## src/rtl/lrf_pkg.sv

```systemverilog
// Shared defaults and state encoding for the LRF AXI-Stream kernel shell.
package lrf_pkg;

    localparam int unsigned LRF_PIXEL_WIDTH     = 8;
    localparam int unsigned LRF_PIXELS_PER_BEAT = 16;
    localparam int unsigned LRF_BEATS_PER_FRAME = 16384;
    localparam int unsigned LRF_PIPE_LATENCY    = 9;

    typedef enum logic [1:0] {
        ST_STREAM = 2'd0,
        ST_FLUSH  = 2'd1,
        ST_DRAIN  = 2'd2
    } lrf_state_e;

endpackage

```

## src/rtl/lrf_axis_kernel_shell.sv

```systemverilog
// Frame-aware AXI-Stream wrapper around an external fixed-latency kernel:
// steps the kernel, flushes its pipeline at frame end and re-frames the output.
module lrf_axis_kernel_shell
    import lrf_pkg::*;
#(
    parameter int unsigned PIXEL_WIDTH     = LRF_PIXEL_WIDTH,
    parameter int unsigned PIXELS_PER_BEAT = LRF_PIXELS_PER_BEAT,
    parameter int unsigned BEATS_PER_FRAME = LRF_BEATS_PER_FRAME,
    parameter int unsigned PIPE_LATENCY    = LRF_PIPE_LATENCY
) (
    input  logic                                   s_axis_aclk,
    input  logic                                   s_axis_aresetn,
    input  logic [PIXEL_WIDTH*PIXELS_PER_BEAT-1:0] s_axis_tdata,
    input  logic                                   s_axis_tvalid,
    input  logic                                   s_axis_tlast,
    output logic                                   s_axis_tready,
    output logic [PIXEL_WIDTH*PIXELS_PER_BEAT-1:0] m_axis_tdata,
    output logic                                   m_axis_tvalid,
    output logic                                   m_axis_tlast,
    input  logic                                   m_axis_tready,
    output logic                                   k_en,
    output logic [PIXEL_WIDTH*PIXELS_PER_BEAT-1:0] k_din,
    input  logic [PIXEL_WIDTH*PIXELS_PER_BEAT-1:0] k_dout,
    output logic [15:0]                            frame_cnt,
    output logic                                   err_early_tlast,
    output logic                                   err_missing_tlast
);

    localparam int unsigned WORD_WIDTH = PIXEL_WIDTH * PIXELS_PER_BEAT;
    localparam int unsigned CNT_W      = $clog2(BEATS_PER_FRAME + PIPE_LATENCY + 1);
    localparam logic [CNT_W-1:0] LAST_IN = CNT_W'(BEATS_PER_FRAME - 1);
    localparam logic [CNT_W-1:0] LAT     = CNT_W'(PIPE_LATENCY);
    localparam logic [CNT_W-1:0] ONE     = CNT_W'(1);

    lrf_state_e            r_state;
    logic [CNT_W-1:0]      r_in_cnt;
    logic [CNT_W-1:0]      r_adv_cnt;
    logic [CNT_W-1:0]      r_out_cnt;
    logic [CNT_W-1:0]      r_frame_len;
    logic [WORD_WIDTH-1:0] r_m_tdata;
    logic                  r_m_tvalid;
    logic                  r_m_tlast;
    logic [15:0]           r_frame_cnt;
    logic                  r_err_early;
    logic                  r_err_missing;

    logic w_out_free;
    logic w_advance;
    logic w_accept;
    logic w_load;
    logic w_out_take;
    logic w_in_at_max;
    logic w_last_adv;
    logic w_frame_done;

    // Handshake gating is also held off during reset so nothing is stepped or accepted.
    assign w_out_free    = ~r_m_tvalid | m_axis_tready;
    assign w_advance     = s_axis_aresetn & w_out_free &
                           (((r_state == ST_STREAM) & s_axis_tvalid) | (r_state == ST_FLUSH));
    assign s_axis_tready = s_axis_aresetn & (r_state == ST_STREAM) & w_out_free;
    assign w_accept      = s_axis_tready & s_axis_tvalid;

    assign k_en  = w_advance;
    assign k_din = (r_state == ST_STREAM) ? s_axis_tdata : '0;

    // Kernel output is meaningful only once the pipe has been primed with PIPE_LATENCY steps.
    assign w_load       = w_advance & (r_adv_cnt >= LAT);
    assign w_out_take   = r_m_tvalid & m_axis_tready;
    assign w_in_at_max  = (r_in_cnt == LAST_IN);
    assign w_last_adv   = (r_state == ST_FLUSH) & (r_adv_cnt == r_frame_len + LAT - ONE);
    assign w_frame_done = (r_state == ST_DRAIN) & w_out_take & (r_out_cnt == r_frame_len - ONE);

    always_ff @(posedge s_axis_aclk or negedge s_axis_aresetn) begin
        if (!s_axis_aresetn) begin
            r_state       <= ST_STREAM;
            r_in_cnt      <= '0;
            r_adv_cnt     <= '0;
            r_out_cnt     <= '0;
            r_frame_len   <= '0;
            r_m_tdata     <= '0;
            r_m_tvalid    <= 1'b0;
            r_m_tlast     <= 1'b0;
            r_frame_cnt   <= '0;
            r_err_early   <= 1'b0;
            r_err_missing <= 1'b0;
        end else begin
            if (w_load) begin
                r_m_tdata  <= k_dout;
                r_m_tvalid <= 1'b1;
                r_m_tlast  <= w_last_adv;
            end else if (m_axis_tready) begin
                r_m_tvalid <= 1'b0;
                r_m_tlast  <= 1'b0;
            end

            if (w_out_take) begin
                r_out_cnt <= r_out_cnt + ONE;
            end
            if (w_advance) begin
                r_adv_cnt <= r_adv_cnt + ONE;
            end

            case (r_state)
                ST_STREAM: begin
                    if (w_accept) begin
                        r_in_cnt <= r_in_cnt + ONE;
                        if (s_axis_tlast | w_in_at_max) begin
                            r_frame_len <= r_in_cnt + ONE;
                            r_state     <= ST_FLUSH;
                        end
                        if (s_axis_tlast & ~w_in_at_max) begin
                            r_err_early <= 1'b1;
                        end
                        if (~s_axis_tlast & w_in_at_max) begin
                            r_err_missing <= 1'b1;
                        end
                    end
                end
                ST_FLUSH: begin
                    if (w_advance & w_last_adv) begin
                        r_state <= ST_DRAIN;
                    end
                end
                ST_DRAIN: begin
                    // Frame closes when its final output beat is taken downstream.
                    if (w_frame_done) begin
                        r_frame_cnt <= r_frame_cnt + 16'd1;
                        r_in_cnt    <= '0;
                        r_adv_cnt   <= '0;
                        r_out_cnt   <= '0;
                        r_state     <= ST_STREAM;
                    end
                end
                default: begin
                    r_state <= ST_STREAM;
                end
            endcase
        end
    end

    assign m_axis_tdata      = r_m_tdata;
    assign m_axis_tvalid     = r_m_tvalid;
    assign m_axis_tlast      = r_m_tlast;
    assign frame_cnt         = r_frame_cnt;
    assign err_early_tlast   = r_err_early;
    assign err_missing_tlast = r_err_missing;

endmodule

```

## config.mk

```make
export PLATFORM = sky130hd
export DESIGN_NAME = lrf_axis_kernel_shell
export DESIGN_NICKNAME = d
export VERILOG_FILES = /design/src/rtl/lrf_pkg.sv /design/src/rtl/lrf_axis_kernel_shell.sv
export SDC_FILE = /design/constraint.sdc
export NUM_CORES = 1
export LEC_CHECK = 0
export BUFFER_PORTS_ARGS = -buffer_cell sky130_fd_sc_hd__buf_2
export CAP_MARGIN = 20
export CORE_AREA = 5 5 208 210
export CTS_BUF_LIST = sky130_fd_sc_hd__clkbuf_8
export CTS_CLUSTER_DIAMETER = 40
export CTS_CLUSTER_SIZE = 16
export DETAILED_ROUTE_END_ITERATION = 16
export DIE_AREA = 0 0 213 215
export SLEW_MARGIN = 40
export SYNTH_ARGS = -nofsm -noshare
export SYNTH_HDL_FRONTEND = slang
export SYNTH_SLANG_ARGS = --single-unit
```

## constraint.sdc

```tcl
create_clock -name s_axis_aclk -period 4.1 [get_ports s_axis_aclk]
set_clock_uncertainty 0.2 [all_clocks]
set_input_delay 0.205 -clock s_axis_aclk [delete_from_list [all_inputs] [get_ports s_axis_aclk]]
set_output_delay 0.205 -clock s_axis_aclk [all_outputs]
set_load 0.01 [all_outputs]
```

Yosys cells after proc, flatten, opt, wreduce, memory -nomap -nowiden
Index checks and enable logic that the tools add are counted.
{"block": "op_classes", "addsub": 7, "n_lt_le_gt_ge": 1, "eq_ne": 9, "muxes": 18, "bitwise_logic": 20, "reduce_logical": 9}
{"op": "$mux 128", "n": 1}
{"op": "$mux 15", "n": 8}
{"op": "$add 15x1->15 const B", "n": 3}
{"op": "$eq 15x15->1", "n": 2}
{"op": "$pmux 15 s2", "n": 1}
{"op": "$sub 15x1->15 const B", "n": 2}
{"op": "$add 16x1->16 const B", "n": 1}
{"op": "$add 15x4->15 const B", "n": 1}
{"op": "$eq 15x14->1 const B", "n": 1}
{"op": "$ge 15x4->1 const B", "n": 1}
{"op": "$and 1x1->1", "n": 14}
{"op": "$reduce_and 3->1", "n": 4}
{"op": "$mux 2", "n": 4}
{"op": "$pmux 2 s3", "n": 1}
{"op": "$ne 2x1->1 const B", "n": 2}
{"op": "$ne 2x2->1 const B", "n": 2}
{"op": "$reduce_and 4->1", "n": 1}
{"op": "$reduce_bool 2->1", "n": 2}
{"op": "$mux 1", "n": 3}
{"op": "$not 1->1", "n": 3}
{"op": "$or 1x1->1", "n": 3}
{"op": "$eq 2x1->1 const B", "n": 1}
{"op": "$eq 2x2->1 const B", "n": 1}
{"op": "$logic_not 2->1", "n": 1}
{"op": "$reduce_and 2->1", "n": 1}
{"block": "word_totals", "register_bits": 210, "output_inout_bits": 278, "word_cells": 75}

Logic depth before layout (Yosys ltp)
Gate-level depths: netlist of the first run.
{"block": "logic_depth", "ltp_word": 7, "ltp_mapped": 12, "mapped_depth_nobuf": 9}

Least setup slack after synthesis of the first run
No wires, ideal clock.
{"block": "synth_timing", "path_kind": "flip-flop to flip-flop", "from": "register r_frame_len[3]", "to": "register r_frame_cnt[1], in the netlist frame_cnt[1]", "arrival_time_ns": 2.805, "t_required_ns": 3.772, "setup_slack_ns": 0.968, "path_stages_with_launch": 12, "n_path_buf": 2, "synth_period_minus_slack_ns": 3.132, "cell_sequence": "dfrtp_1 clkbuf_1 inv_1 ha_1 or4b_4 or3_4 xnor2_1 and4_1 a211oi_4 nor2_1 buf_2 mux2_1"}
{"block": "synth_via", "elab_chain_len": 4}
{"element": "from (decl)", "line_no": "lrf_axis_kernel_shell.sv:39", "source": "logic [CNT_W-1:0] r_frame_len;"}
{"element": "from (signal assigned)", "line_no": "lrf_axis_kernel_shell.sv:108", "source": "r_frame_len <= r_in_cnt + ONE;"}
{"element": "$sub 15x1->15", "line_no": "lrf_axis_kernel_shell.sv:71", "source": "assign w_frame_done = (r_state == ST_DRAIN) & w_out_take & (r_out_cnt == r_frame_len - ONE);"}
{"element": "$eq 15x15->1", "line_no": "lrf_axis_kernel_shell.sv:71"}
{"element": "$and 1x1->1", "line_no": "lrf_axis_kernel_shell.sv:71"}
{"element": "$reduce_and 2->1 (no line)"}
{"element": "to (signal assigned)", "line_no": "lrf_axis_kernel_shell.sv:127", "source": "r_frame_cnt <= r_frame_cnt + 16'd1;"}
{"element": "to (decl)", "line_no": "lrf_axis_kernel_shell.sv:43", "source": "logic [15:0] r_frame_cnt;"}
Every way passes these cells.
A chain may end at the register's enable or synchronous reset.

Worst setup path after layout of the first run
{"block": "layout_timing", "from": "register r_frame_len[0]", "to": "register r_adv_cnt[12]"}
{"block": "layout_via", "elab_chain_len": 5}
{"element": "$sub 15x1->15", "line_no": "lrf_axis_kernel_shell.sv:71"}
{"element": "$eq 15x15->1", "line_no": "lrf_axis_kernel_shell.sv:71"}
{"element": "$and 1x1->1", "line_no": "lrf_axis_kernel_shell.sv:71"}
{"element": "$mux 15", "line_no": "lrf_axis_kernel_shell.sv:126", "source": "if (w_frame_done) begin"}
{"element": "$mux 15", "line_no": "lrf_axis_kernel_shell.sv:103", "source": "case (r_state)"}
{"element": "to (signal assigned)", "line_no": "lrf_axis_kernel_shell.sv:100", "source": "r_adv_cnt <= r_adv_cnt + ONE;"}
{"element": "to (decl)", "line_no": "lrf_axis_kernel_shell.sv:37", "source": "logic [CNT_W-1:0] r_adv_cnt;"}
Every way passes these cells.

==> results of run 1 <==
## registers in the layout, summed over array words and instances (netlist names)
signal,count
frame_cnt,16
m_axis_tdata,128
r_adv_cnt,15
err_missing_tlast,1
r_in_cnt,15
m_axis_tlast,1
r_state,2
r_frame_len,15
m_axis_tvalid,1
r_out_cnt,15
err_early_tlast,1
## timing repair
action                    CTS  global route
setup buffers               0             0
hold endpoints to repair  211             0
hold buffers              134             0
## worst max path at each step
stage	startpoint	to	cells after the start
2_1_floorplan	r_frame_len[3]	frame_cnt[1]	11
3_3_place_gp	r_frame_len[3]	r_state[1]	11
3_5_place_dp	r_frame_len[3]	r_state[1]	11
4_1_cts	r_frame_len[3]	r_state[1]	11
5_1_grt	r_frame_len[0]	r_adv_cnt[12]	12
6_report	r_frame_len[0]	r_adv_cnt[12]	12
## through the flow
stage	total power, mW	util	instance area (µm²)	instances	hold slack, ns
after floorplan	2.11	-	10600	952	-0.291
after global placement	2.28	0.333	13800	1981	-0.0721
after detailed placement	2.29	0.334	13800	1981	-0.0734
after CTS	4.69	0.387	16000	2183	0.104
after global routing	4.84	0.387	16000	2183	0.146
final	4.62	0.387	16000	2185	0.199
## logic make-up (layout without fill, tap and decap cells)
logic type	count (synthesis)	count (layout)	synth area share
other	0	2	0
buffers and inverters	72	764	0.0288
xor gates and xnor gates	94	94	0.0780
DFF	210	210	0.498
and+or+nand+nor	365	365	0.193
muxes	146	146	0.155
adders and majority gates	8	8	0.00949
AOI/OAI and AO/OA	57	57	0.0382
## worst max-delay path: cells and delay by family, from the launching register on
kind,cells,cell delay (ns)
buffers and inverters,4,0.94
AND/OR/NAND/NOR,4,0.83
flip-flops,1,0.43
AO/OA/AOI/OAI,2,0.32
adder cells (fa/ha/maj),1,0.18
XOR/XNOR,1,0.18
## cells in the final DEF, fill, tap and decap left out, types with 9 or more instances in the layout
master         netlist  layout
clkbuf_8             0      44
xor2_1              50      50
dfrtp_1            210     210
or3_1                9       9
o21ai_0             14      14
dlygate4sd3_1        0     133
inv_1               13      18
nand4_1             15      15
xnor2_1             44      44
and2_1             130     130
nand2_1             54      53
mux2_2             137     137
and3_1              13      13
buf_2               18     537
nand3_1             37      37
nor4_1              12      12
o211ai_1            12      12
nor3_1              11      11
nor2_1              58      56
## report_power, final
| part | internal, mW | switching (mW) | total [mW] |
|---|---|---|---|
| logic | 0.176 | 0.107 | 0.282 |
| registers | 2.07 | 0 | 2.07 |
| clock network | 1.30 | 0.964 | 2.27 |
## layer usage
metal	up-vias	wire, µm
li1	4579	-
met3	57	3790
met2	402	19400
met4	8	604
met5	-	48
met1	4760	17800
## final cells by class
class                      count  share of cell area
tap                          539              0.0421
inverter                      13             0.00304
sequential                   210               0.328
timing repair buffer         683               0.260
clock buffer                  43              0.0369
multi-input combinational    670               0.313
clock inverter                25              0.0172
antenna                        2            0.000312
==> results.cfg, run 1 <==
[grt]
use_met1 = 0.231
grt_pass1_wl_um = 62600
antenna_found_initial = 8
top_usage_layer = met2
grtUsageTotal = 0.177
met3_usage = 0.0595
grt_pass1_vias = 10400
grt-ovfl-total = 0
grt_max_degree = 129
use_met2 = 0.286

[flow_run]
cap_viol_max_count = 0

[worst_setup_path]
crit_top_cell = buf_4
r2r-start = r_frame_len[0]
cp_max_fo = 24
critPathMaxStageDelay_ns = 0.43
critPathLaunchType = flop
crit_type = flop to flop
slowest_stage = dfrtp_1
worstRegToRegCells = 12
r2r_end = r_adv_cnt[12]
cp.arrival_ns = 3.50
rrSetupSlack_ns = 0.84
crit_required_ns = 4.34
crit_chain = inv_1, ha_1, nor3b_1, nand2_1, xnor2_1, o22ai_1, o2111ai_1, buf_4, nor2_2, buf_4, buf_4, nor2_1
endpoint_kind = flop

[timing]
tns_ns = 0
max-slew-margin-rel = 0.506
finalWorstSetupSlack_ns = 0.836
slew_viol_final = 0
finalCritPeriodShare = 0.796
fmax_mhz = 306
rsz0062_at_grt = no
layout_min_cycle_time_ns = 3.26
worst_slew_pin_slew_ns = 0.741
finalSetupViolations = 0
finalHoldViolCount = 0

[layout]
nFillCells = 4006
multi_input_area_um2 = 5010
final_nets = 1885
area_delta_synth_final_pct = 51.9
drive_gt1_frac = 0.465
seqCellArea_um2 = 5260

[yosys]
avgSynthCellArea_um2 = 11.1
synthTopCellsByCount = dfrtp_1 (210), mux2_2 (137), and2_1 (130), nor2_1 (58), nand2_1 (54)
synthCells = 952
synth_top_cell_area_share = 0.498
synth.cell_area_um2 = 10600
synth_edf_count = 0
syn_nets = 1221
ys_types = 56
netlist_top_cells_area = dfrtp_1 (50%), mux2_2 (15%), and2_1 (7.7%), xor2_1 (4.2%), xnor2_1 (3.7%)
ys_warn_count = 0
ys_ff_latch = 210
yosys.area.top_type = dfrtp_1
post-synth-top-count-cell = dfrtp_1
synth_top_flop_cell = dfrtp_1
ys_seq_area_frac = 0.498
async_flop_share = 1.00

[place]
post-place-ws_ns = 0.840
dp_hpwl_um = 31100
io_buffers = 538
globalplace.congestion = 0.927

[floorplanning]
io_pins = 539
dieHeight_um = 215
core_um2 = 41400
die_area_um2 = 45800
die_w_um = 213
rows = 75
initial_core_util = 0.255

[clock_network]
cts_sinks = 210
cts_tree = built
cts_root_buf = clkbuf_8
numCtsBuffers = 38
clkTransAtPathRegs_ns = 0.06
cts_resized = 0
h-tree-depth = 2
cts_buffer_depth = 3
insertion_delay_ns = 0.58

[route]
drt-vias-per-instance = 4.49
final_antenna_net_count = 0
drt-total-wl_um = 41700
via_count = 9806
routedWlPerCell_um = 19.1
route.detailed.drc = 0
drtPass1Iterations = 5
drtIter0Drc = 595

[power_and_ir_drop]
p_leak_nw = 8.82
power_density_nw_per_um2 = 288
vdd_drop_max_mv = 0.304

[outcome]
status = finished clean

[min_path]
min_path_type = input pin to flop
hold_depth = 3
min_from = k_dout[48]
holdPathEnd = m_axis_tdata[48]
No activity file was read; power rests on OpenSTA's default activity.
==> run 2: changes to the inputs <==
--- a/config.mk
+++ b/config.mk
@@ -7,12 +7,12 @@
 export LEC_CHECK = 0
 export BUFFER_PORTS_ARGS = -buffer_cell sky130_fd_sc_hd__buf_2
 export CAP_MARGIN = 20
-export CORE_AREA = 5 5 208 210
+export CORE_AREA = 5 5 205 207
 export CTS_BUF_LIST = sky130_fd_sc_hd__clkbuf_8
 export CTS_CLUSTER_DIAMETER = 40
 export CTS_CLUSTER_SIZE = 16
 export DETAILED_ROUTE_END_ITERATION = 16
-export DIE_AREA = 0 0 213 215
+export DIE_AREA = 0 0 210 212
 export SLEW_MARGIN = 40
 export SYNTH_ARGS = -nofsm -noshare
 export SYNTH_HDL_FRONTEND = slang
==> constraint.sdc (replaced) <==
create_clock -name s_axis_aclk -period 2.8 [get_ports s_axis_aclk]
set_clock_uncertainty 0.2 [all_clocks]
set_input_delay 0.14 -clock s_axis_aclk [delete_from_list [all_inputs] [get_ports s_axis_aclk]]
set_output_delay 0.14 -clock s_axis_aclk [all_outputs]
set_load 0.01 [all_outputs]
==> results.cfg, run 2 (synthesized netlist as in run 1, its figures left out) <==
[worst_setup_path]
crit_top_cell = buf_6
crit_start = r_frame_len[3]
critPathTopFamily = simple AND/OR/NAND/NOR gates
cp.arrival_ns = 3.11
cp-endpoint = frame_cnt[14]
worstRegToRegCells = 11
critPathMaxStageDelay_ns = 0.45
crit_type = flop to flop
cp_num_cells = 11
path_buf_inv = 3
critPathLaunchType = flop
crit_chain = inv_2, ha_1, or4b_4, or3_4, xnor2_2, and4_4, a211oi_4, buf_6, buf_6, nor4_4, xor2_1
cp_max_fo = 10
rrSetupSlack_ns = -0.04
crit_required_ns = 3.06
slowest_stage = or4b_4
r2r_end = frame_cnt[14]
r2r-start = r_frame_len[3]
endpoint_kind = flop

[route]
drtIter0Drc = 393
drt-vias-per-instance = 4.48
drtPass1Iterations = 5
final_antenna_net_count = 0
via_count = 10000
routedWlPerCell_um = 19.3
route.detailed.drc = 0
drt-total-wl_um = 43100

[power_and_ir_drop]
clockPowerShare = 0.505
p_total_mw = 6.96
p_sw_frac = 0.256
p_switching_mw = 1.78
power_density_nw_per_um2 = 416
p_int_mw = 5.17
p_leak_nw = 9.17
power_frac_seq = 0.436
combPwrFrac = 0.059
vdd_drop_max_mv = 0.331

[timing]
max-slew-margin-rel = 0.528
finalCritPeriodShare = 1.02
fmax_mhz = 352
finalSetupViolations = 13
finalWorstSetupSlack_ns = -0.0447
slew_viol_final = 0
finalHoldViolCount = 0
rsz0062_at_grt = yes
tns_ns = -0.267
worst_slew_pin_slew_ns = 0.708
layout_min_cycle_time_ns = 2.84

[outcome]
violations = negative setup slack
status = finished with violations

[min_path]
min_path_type = input pin to flop
hold_depth = 3

[layout]
fin_area_um2 = 16700
nFillCells = 3845
final_cell_mix = buf_2 (538), dfrtp_1 (210), mux2_2 (137)
final_common_cell = buf_2
area_delta_synth_final_pct = 58.3
final_nets = 1938
drive_gt1_frac = 0.496
multi_input_area_um2 = 5160
largest_reg_flops = 128
seqCellArea_um2 = 5260

[flow_run]
cap_viol_max_count = 0

[grt]
grt_pass1_vias = 10700
grt_pass1_wl_um = 63600
antenna_found_initial = 5
grt-ovfl-total = 0
grt_max_degree = 132
grtUsageTotal = 0.183

[clock_network]
cts_buffer_depth = 3
cts_root_buf = clkbuf_8
h-tree-depth = 2
numCtsBuffers = 41
cts_tree = built
insertion_delay_ns = 0.60
cts_sinks = 210
clkTransAtPathRegs_ns = 0.09

[floorplanning]
rows = 74
core_um2 = 40200
die_w_um = 210
die_area_um2 = 44500
io_pins = 539
dieHeight_um = 212
initial_core_util = 0.263

[place]
globalplace.congestion = 0.903
dp_hpwl_um = 32400
io_buffers = 538
placed_area_um2 = 14200
run 2: worst min-delay path by stage:
stage                        start                end  slack [ns]
finish                 k_dout[108]  m_axis_tdata[108]        0.10
global route             k_dout[3]    m_axis_tdata[3]        0.08
CTS                     k_dout[14]   m_axis_tdata[14]        0.04
detailed placement  s_axis_aresetn      m_axis_tvalid       -0.22
global placement    s_axis_aresetn      m_axis_tvalid       -0.22
floorplan           s_axis_aresetn    err_early_tlast       -0.36
run 2: stage by stage:
| stage | util | cells | setup WS, ns | hold WS, ns |
|---|---|---|---|---|
| after floorplan | - | 952 | -0.206 | -0.356 |
| after global placement | 0.354 | 2016 | -0.0204 | -0.222 |
| after detailed placement | 0.354 | 2016 | -0.0865 | -0.218 |
| after CTS | 0.412 | 2228 | -0.0365 | 0.0388 |
| after global routing | 0.416 | 2234 | -0.171 | 0.0810 |
| final | 0.416 | 2236 | -0.0447 | 0.102 |
run 2: metal layers:
layer  routed length [µm]  share of wire  GRT usage
met2                20500           0.48      0.300
met3                 3770          0.087     0.0624
met5                   44         0.0010          0
met4                 1120          0.026     0.0587
met1                17700           0.41      0.230
run 2: timing repair:
item / in CTS / in global routing
resized for setup: 13 / 13
endpoints found under the setup margin: 42 / 148
pin swaps: 2 / 3
cloned: 1 / 1
hold buffers: 134 / 1
buffers inserted: 2 / 2
hold endpoints to repair: 375 / 33
run 2: tightest hold or removal path: cells and delay by family:
| kind | cells | cell delay [ns] |
|---|---|---|
| buffers and inverters | 2 | 0.60 |
| multiplexers | 1 | 0.12 |
run 2: layout make-up:
type | count | area share
inverter | 13 | 0.00292
sequential | 210 | 0.315
timing repair buffer | 732 | 0.277
multi-input combinational | 671 | 0.309
tap | 532 | 0.0398
clock inverter | 30 | 0.0192
antenna | 3 | 0.000449
clock buffer | 45 | 0.0371
run 2: power groups by stage:
stage               clock network (mW)  logic, mW  registers [mW]
floorplan                            0    0.00385            3.09
detailed placement                   0      0.255            3.09
global route                      3.78      0.452            3.03
CTS                               3.65      0.406            3.03
global placement                     0      0.250            3.09
finish                            3.51      0.411            3.03
==> run 3: changes to the inputs <==
--- a/config.mk
+++ b/config.mk
@@ -13,6 +13,8 @@
 export CTS_CLUSTER_SIZE = 16
 export DETAILED_ROUTE_END_ITERATION = 16
 export DIE_AREA = 0 0 210 212
+export GPL_ROUTABILITY_DRIVEN = 0
+export SKIP_LAST_GASP = 1
 export SLEW_MARGIN = 40
 export SYNTH_ARGS = -nofsm -noshare
 export SYNTH_HDL_FRONTEND = slang
==> results.cfg, run 3 (synthesized netlist as in run 1, its figures left out) <==
[place]
io_buffers = 538
place_inst = 2016
dp_hpwl_um = 32400
placed_area_um2 = 14200

[clock_network]
cts_sinks = 210
h-tree-depth = 2
cts_buffer_depth = 3
insertion_delay_ns = 0.60
numCtsBuffers = 41
cts_root_buf = clkbuf_8
clkTransAtPathRegs_ns = 0.09
cts_tree = built

[timing]
finalWorstSetupSlack_ns = -0.0814
finalCritPeriodShare = 1.03
fmax_mhz = 347
max-slew-margin-rel = 0.522
worst_slew_pin_slew_ns = 0.717
slew_viol_final = 0
layout_min_cycle_time_ns = 2.88
finalSetupViolations = 43
finalHoldViolCount = 0
rsz0062_at_grt = yes

[layout]
instances_no_fill = 2242
largest_reg_flops = 128
final_common_cell = buf_2
drive_gt1_frac = 0.508
area_delta_synth_final_pct = 60.4
final_cell_mix = buf_2 (539), dfrtp_1 (210), mux2_2 (137)
final_nets = 1942
fin_area_um2 = 16900

[grt]
grt_pass1_wl_um = 63600
grt_pass1_vias = 10700
grt-ovfl-total = 0
grt_max_degree = 132
antenna_found_initial = 5
grtUsageTotal = 0.183

[flow_run]
cap_viol_max_count = 0

[power_and_ir_drop]
clockPowerShare = 0.505
p_leak_nw = 9.21
p_int_mw = 5.17
power_density_nw_per_um2 = 411
vdd_drop_max_mv = 0.331
combPwrFrac = 0.059
p_switching_mw = 1.78
power_frac_seq = 0.436
p_sw_frac = 0.256

[floorplanning]
die_area_um2 = 44500
core_um2 = 40200
initial_core_util = 0.263
dieHeight_um = 212
die_w_um = 210
io_pins = 539
rows = 74

[worst_setup_path]
rrSetupSlack_ns = -0.08
worstRegToRegCells = 10
cp.arrival_ns = 3.15
cp_num_cells = 10
crit_type = flop to flop
critPathTopFamily = simple AND/OR/NAND/NOR gates
critPathMaxStageDelay_ns = 0.45
cp_max_fo = 3
cp-endpoint = frame_cnt[1]
r2r_end = frame_cnt[1]
crit_start = r_frame_len[3]
slowest_stage = or4b_4
crit_chain = inv_2, ha_4, or4b_4, or3_4, xnor2_2, and4_4, a211oi_4, nor2_4, buf_4, mux2_1
critPathLaunchType = flop
path_buf_inv = 2
r2r-start = r_frame_len[3]
crit_required_ns = 3.06
endpoint_kind = flop

[route]
drt-total-wl_um = 43400
final_antenna_net_count = 0
drtIter0Drc = 407
routedWlPerCell_um = 19.3
drtPass1Iterations = 5
route.detailed.drc = 0
via_count = 10100
drt-vias-per-instance = 4.50

[min_path]
min_path_type = input pin to flop
min_from = k_dout[108]

[outcome]
status = finished with violations
violations = negative setup slack
run 3: layer usage:
layer	vias to the layer above	part of all wire	track usage
met5	-	0.0010	0
met4	6	0.026	0.0587
met3	75	0.090	0.0624
met2	396	0.48	0.300
met1	4898	0.41	0.229
li1	4704	-	-
run 3: how the worst min path moves through the flow:
stage	endpoint	slack, ns	depth (start not counted)
floorplan	err_early_tlast	-0.36	0
global placement	m_axis_tvalid	-0.22	1
detailed placement	m_axis_tvalid	-0.22	1
CTS	m_axis_tdata[14]	0.04	3
global route	m_axis_tdata[3]	0.08	3
finish	m_axis_tdata[108]	0.10	3
run 3: layout make-up:
type	count	area [µm²]
inverters	13	48.8
flip-flops and latches	210	5260
fillers	3830	23300
diodes	5	12.5
multi-input cells	671	5300
repair buffers	736	4700
well taps	532	666
clock inverters	30	320
clock buffers	45	619
run 3: repair_timing:
item / 4_1_cts / 5_1_grt
hold buffers: 134 / 1
cloned: 1 / 3
pin swaps: 1 / 13
gates resized for setup: 11 / 59
hold endpoints to repair: 375 / 33
buffers inserted: 2 / 4
endpoints found under the setup margin: 42 / 147
run 3: worst min-delay path: stages:
cell and delay, ns:
dlygate4sd3_1 0.51, buf_2 0.09, mux2_2 0.12
run 3: metrics by stage:
stage / utilization / TNS (ns) / hold slack, ns / power, mW / worst slack [ns]
finish: 0.421 / -1.48 / 0.103 / 6.96 / -0.0814
global route: 0.421 / -8.08 / 0.0810 / 7.26 / -0.198
CTS: 0.412 / -0.348 / 0.0388 / 7.09 / -0.0489
detailed placement: 0.354 / -0.584 / -0.218 / 3.35 / -0.0865
global placement: 0.354 / -0.0714 / -0.222 / 3.34 / -0.0204
floorplan: - / -3.89 / -0.356 / 3.09 / -0.206
run 3: power groups by stage:
stage | sequential [mW] | clock, mW | combinational (mW)
2_1_floorplan | 3.09 | 0 | 0.00385
3_3_place_gp | 3.09 | 0 | 0.250
3_5_place_dp | 3.09 | 0 | 0.255
4_1_cts | 3.03 | 3.65 | 0.406
5_1_grt | 3.03 | 3.78 | 0.452
6_report | 3.03 | 3.51 | 0.411
